### config.mk
export PLATFORM = sky130hd
export DESIGN_NAME = dvsd_8216acc_flat
export DESIGN_NICKNAME = d
export VERILOG_FILES = /design/src/rtl/dvsd_8216acc_if.sv /design/src/rtl/dvsd_8216acc.sv /design/src/flat_wrapper.sv
export SDC_FILE = /design/constraint.sdc
export NUM_CORES = 1
export LEC_CHECK = 0
export ABC_AREA = 1
export ABC_CLOCK_PERIOD_IN_PS = 3800
export BUFFER_PORTS_ARGS = -buffer_cell sky130_fd_sc_hd__buf_2
export CORE_ASPECT_RATIO = 0.75
export CORE_MARGIN = 2
export CORE_UTILIZATION = 47
export DETAILED_ROUTE_END_ITERATION = 10
export GPL_TIMING_DRIVEN = 0
export PLACE_DENSITY_LB_ADDON = 0.3
export SLEW_MARGIN = 10
export SYNTH_ARGS = -nofsm -noshare
export SYNTH_HDL_FRONTEND = slang
export SYNTH_SLANG_ARGS = --single-unit
### constraint.sdc
create_clock -name clock -period 3.8 [get_ports clock]
set_input_delay 0.57 -clock clock [delete_from_list [all_inputs] [get_ports clock]]
set_output_delay 0.57 -clock clock [all_outputs]
set_load 0.02 [all_outputs]
### src/rtl/dvsd_8216acc_if.sv
// Product-in / frame-total-out handshake bundle for the dvsd_8216acc frame accumulator.
// The master drives products and takes totals; the slave is the accumulator.
interface dvsd_8216acc_if #(
  parameter int unsigned ACC_W = 24
) ();
  logic [15:0]      m;
  logic             m_valid;
  logic             m_ready;
  logic             clear;
  logic [ACC_W-1:0] acc_out;
  logic             acc_valid;
  logic             acc_ready;
  logic             acc_ovf;

  modport master (
    output m, m_valid, clear, acc_ready,
    input  m_ready, acc_out, acc_valid, acc_ovf
  );

  modport slave (
    input  m, m_valid, clear, acc_ready,
    output m_ready, acc_out, acc_valid, acc_ovf
  );
endinterface

### src/rtl/dvsd_8216acc.sv
// Frame accumulator: sums COUNT unsigned 16-bit products, then holds the total on a valid/ready
// output. Define DVSD_ACC_SATURATE_EN to clamp on overflow instead of wrapping.
module dvsd_8216acc #(
  parameter int unsigned ACC_W = 24,
  parameter int unsigned COUNT = 4
) (
  input logic              clock,
  input logic              reset_n,
  dvsd_8216acc_if.slave    acc_if_io
);

  localparam int unsigned   CntW    = (COUNT > 1) ? $clog2(COUNT) : 1;
  localparam logic [CntW-1:0] CntLast = CntW'(COUNT - 1);

  typedef enum logic {StAccum, StHold} state_e;

  state_e           state_q, state_d;
  logic [ACC_W-1:0] acc_q, acc_d;
  logic [CntW-1:0]  cnt_q, cnt_d;
  logic             ovf_q, ovf_d;
  logic [ACC_W:0]   sum;
  logic             accept;

  assign accept = acc_if_io.m_valid & (state_q == StAccum);
  // One extra bit captures the carry out of the accumulator.
  assign sum    = {1'b0, acc_q} + (ACC_W + 1)'(acc_if_io.m);

  always_comb begin
    state_d = state_q;
    acc_d   = acc_q;
    cnt_d   = cnt_q;
    ovf_d   = ovf_q;
    if (acc_if_io.clear) begin
      state_d = StAccum;
      acc_d   = '0;
      cnt_d   = '0;
      ovf_d   = 1'b0;
    end else begin
      unique case (state_q)
        StAccum: begin
          if (accept) begin
`ifdef DVSD_ACC_SATURATE_EN
            acc_d = sum[ACC_W] ? '1 : sum[ACC_W-1:0];
`else
            acc_d = sum[ACC_W-1:0];
`endif
            ovf_d = ovf_q | sum[ACC_W];
            if (cnt_q == CntLast) begin
              cnt_d   = '0;
              state_d = StHold;
            end else begin
              cnt_d = cnt_q + CntW'(1);
            end
          end
        end
        StHold: begin
          if (acc_if_io.acc_ready) begin
            state_d = StAccum;
            acc_d   = '0;
            ovf_d   = 1'b0;
          end
        end
        default: state_d = StAccum;
      endcase
    end
  end

  always_ff @(posedge clock or negedge reset_n) begin
    if (!reset_n) begin
      state_q <= StAccum;
      acc_q   <= '0;
      cnt_q   <= '0;
      ovf_q   <= 1'b0;
    end else begin
      state_q <= state_d;
      acc_q   <= acc_d;
      cnt_q   <= cnt_d;
      ovf_q   <= ovf_d;
    end
  end

  // Handshake outputs decode the state register only; no path from m or acc_ready.
  assign acc_if_io.m_ready   = (state_q == StAccum);
  assign acc_if_io.acc_valid = (state_q == StHold);
  assign acc_if_io.acc_out   = acc_q;
  assign acc_if_io.acc_ovf   = ovf_q;

endmodule

### src/flat_wrapper.sv
// flat-port wrapper written by rule: the top's interface ports become plain ports
module dvsd_8216acc_flat 
#(
  parameter int unsigned ACC_W = 24,
  parameter int unsigned COUNT = 4
)
  (clock, reset_n, acc_if_io_m, acc_if_io_m_valid, acc_if_io_clear, acc_if_io_acc_ready, acc_if_io_m_ready, acc_if_io_acc_out, acc_if_io_acc_valid, acc_if_io_acc_ovf);
  dvsd_8216acc_if #(.ACC_W(ACC_W)) acc_if_io_i ();
  input logic clock;
  input logic reset_n;
  input wire logic [$bits(acc_if_io_i.m)-1:0] acc_if_io_m;
  input wire logic [$bits(acc_if_io_i.m_valid)-1:0] acc_if_io_m_valid;
  input wire logic [$bits(acc_if_io_i.clear)-1:0] acc_if_io_clear;
  input wire logic [$bits(acc_if_io_i.acc_ready)-1:0] acc_if_io_acc_ready;
  output wire logic [$bits(acc_if_io_i.m_ready)-1:0] acc_if_io_m_ready;
  output wire logic [$bits(acc_if_io_i.acc_out)-1:0] acc_if_io_acc_out;
  output wire logic [$bits(acc_if_io_i.acc_valid)-1:0] acc_if_io_acc_valid;
  output wire logic [$bits(acc_if_io_i.acc_ovf)-1:0] acc_if_io_acc_ovf;
  assign acc_if_io_i.m = acc_if_io_m;
  assign acc_if_io_i.m_valid = acc_if_io_m_valid;
  assign acc_if_io_i.clear = acc_if_io_clear;
  assign acc_if_io_i.acc_ready = acc_if_io_acc_ready;
  assign acc_if_io_m_ready = acc_if_io_i.m_ready;
  assign acc_if_io_acc_out = acc_if_io_i.acc_out;
  assign acc_if_io_acc_valid = acc_if_io_i.acc_valid;
  assign acc_if_io_acc_ovf = acc_if_io_i.acc_ovf;
  dvsd_8216acc #(.ACC_W(ACC_W), .COUNT(COUNT)) u_core (.clock(clock), .reset_n(reset_n), .acc_if_io(acc_if_io_i));
endmodule
==> key figures <==
Synth
  • Post-synth top cells: 164 x nand2_1, 56 x inv_1, 33 x nand3_1, 28 x dfrtp_1, 28 x nor2_1
  • Sequential-to-total area share from yosys stat: 27.8%
  • Post-Synth Simple-Gate Area: 43.9%
  • Post-synth ARST share: 100%
  • EDFF count, synth: 0
  • Avg Cell Area, Syn: 6.17 um^2
  • Most common cell in the netlist: nand2_1
  • Multiplexer share of the synthesized area: 0%
  • Syn nets: 447
  • Adder-Cell Fraction of Synth Area: 9.24%
  • Synth Area in Compound Gates: 8.30%
  • Largest family of logic cells by synthesized area: simple AND/OR/NAND/NOR gates
  • Post-synth top area share: roughly 28%
  • Mapped Cells: 408
  • Cell area after synthesis: 2520 um^2
  • Ys Warns: 0
  • Cell taking the most area after synthesis: dfrtp_1
  • #FFs+latches synth: 28
  • Synth top area cells: dfrtp_1 28%, nand2_1 24%, ha_1 8.4%
  • Main synth FF type: dfrtp_1
  • Cell variety after synth: 29
  • Post-Synth XOR/XNOR Area: 0.348%

STA
  • Clock skew: about 0.0014 ns
  • Count of final setup violators: 0
  • Fmax: between 500 and 600 MHz
  • Min cycle time layout: 1.94 ns
  • Setup TNS: 0 ns
  • Worst slew pin tran: 0.691 ns
  • RSZ-0062 raised after global routing: no
  • Rel. slew slack: 54.0%
  • Final worst-path cycle share: 51.1%
  • Max Slew Vio Count: 0
  • Final hold vios: 0

CTS
  • Clock sinks: 28
  • CTS Root Cell: clkbuf_8
  • Max clock buf depth: 2
  • Postcts setup bufs: 0
  • CTS HTree Levels: 1
  • Clock-pin slew on the worst setup and hold paths: 0.11 ns
  • Post-CTS Resized: 0
  • Num CTS Buffers: 3
  • # hold bufs at CTS: 0
  • TritonCTS clock tree: yes
  • Clock Latency Late Sink: 0.29 ns

Route
  • Drt total wl: 6.61 mm
  • Antenna-violating nets left: 0
  • Pre-Repair DR Iteration Count: 4
  • Routed length per instance: 12.4 um
  • DR vias: 2636
  • DR vias/cell: 4.94
  • DRT iter0 DRCs: 191
  • DRC Markers: 0

Floorplanning
  • I/O pin total: 48
  • Die span in y: 67.4 um
  • Core Box Area: 5270 um^2
  • Cell Rows: 23
  • Die Wd: 88.5 um
  • Die area: 5970 um^2
  • Initial Util: between 40% and 50%

Run
  • MaxCap Viol Count: 0

Global route
  • First-pass GRT wire length: 10.6 mm
  • Largest net degree at the start of global routing: 29
  • Initial antenna violation count: 0
  • Gr usage total: a little under a quarter
  • Number of global-route vias before repair: 2312
  • Overflow after GRT: 0

Power
  • Maximum VDD drop: 173 uV
  • Pwr per Cell Area: 344 nW/um^2
  • P_leak: 0.00175 uW

Worst setup path
  • Crit path DAT: approximately 2.1 ns
  • Critical path endpoint category: flop
  • WS Path Type: reg -> reg
  • Worst-path maximum fanout: 4
  • Critical Path Source Type: flop
  • RR Startpoint: u_core.acc_if_io.acc_out[0]
  • Worst Setup SP: u_core.acc_if_io.acc_out[0]
  • CP Data Required Time: 3.99 ns

Placed design
  • Hpwl dp: roughly 5.3 mm
  • Port Buffer Count: 47
  • Global placer's final weighted congestion: slightly below 0.9
  • Dpl cells: 530
  • Placed Area: 2850 um^2

Hold path
  • HP Class: in -> async

Cells and area
  • Utilization after layout: 55.4%
  • NumNets Final: approximately 500
  • Final cell count without fillers: 534
  • Antenna diode count: 0
  • Area growth from synthesis to layout: 15.9%
  • Share of cells above drive strength 1: 16.8%
  • Fin area: about 2900 um^2

Status
  • Status: completed
[cells in the final DEF (no fill, tap or decap), drive strengths merged]
cell type | synthesis | routed
and2 | 1 | 1
inv | 64 | 64
bufinv | 0 | 1
fa | 1 | 1
o41ai | 1 | 1
o21ai | 19 | 19
xnor2 | 1 | 1
nor3 | 4 | 4
nand2 | 172 | 172
o21bai | 1 | 1
a21oi | 15 | 15
nand4 | 6 | 6
clkbuf | 0 | 3
nand3b | 3 | 3
a22o | 1 | 1
and3 | 1 | 1
buf | 3 | 50
a31oi | 1 | 1
ha | 17 | 17
o31ai | 1 | 1
nor2 | 34 | 34
nand3 | 34 | 34
dfrtp | 28 | 28
[state kept, by name, indices dropped and copies added, names as in the netlist]
name,flops
u_core.acc_if_io.acc_out,24
u_core.acc_if_io.acc_ovf,1
u_core.acc_if_io.acc_valid,1
u_core.cnt_q,2
[worst max-delay path, cell delays in order, from the launching register on]
cell and delay, ns:
dfrtp_1 0.41, ha_1 0.24, fa_1 0.44, nand2_1 0.09
nand2_1 0.08, nand3_1 0.11, nand2_2 0.11, nand3b_1 0.09
o21ai_0 0.10, o21ai_1 0.14, inv_1 0.04
[metal layers]
| layer | up-vias | track usage, % | routed length [um] |
|---|---|---|---|
| met1 | 1187 | 34.2 | 3470 |
| met2 | 58 | 37.5 | 2760 |
| li1 | 1387 | - | - |
| met5 | - | 0 | 0 |
| met4 | 0 | 3.41 | 41 |
| met3 | 4 | 3.55 | 338 |
[final timing paths]
path                                               endpoint  slack, ns  cells after the start
worst min register to register              u_core.cnt_q[0]       0.50                      1
worst min-delay path            u_core.acc_if_io.acc_out[8]       0.31                      1
min in group clock                          u_core.cnt_q[0]       0.50                      1
worst max register to register     u_core.acc_if_io.acc_ovf       1.86                     10
worst max-delay path               u_core.acc_if_io.acc_ovf       1.86                     10
max in group asynchronous                   u_core.cnt_q[1]       3.05                      1
[final cells by class]
type,instances,area (um^2)
Tap cell,75,93.8
Clock inverter,1,30.0
Sequential cell,28,701
Fill cell,553,2350
Timing Repair Buffer,47,235
Multi-Input combinational cell,313,1560
Buffer,3,22.5
Inverter,64,240
Clock buffer,3,41.3
[report_power, final]
part / internal, uW / switching, uW
combinational: 134 / 272
sequential: 326 / 25.0
clock: 141 / 107
total: 601 / 404
[stage by stage]
| stage | total power, uW | hold slack, ns | worst slack (ns) |
|---|---|---|---|
| floorplan | 642 | 0.274 | 1.91 |
| global placement | 752 | 0.478 | 1.63 |
| detailed placement | 759 | 0.492 | 1.62 |
| CTS | 1010 | 0.325 | 1.86 |
| global route | 1080 | 0.365 | 1.71 |
| finish | 1000 | 0.312 | 1.86 |
[logic make-up after synthesis]
kind of cell,after synthesis
flops,28
xor+xnor,1
fa+ha+maj,18
compound gates,39
buf+inv,67
simple gates,255
Note: power is estimated with default switching activity, not from simulation.
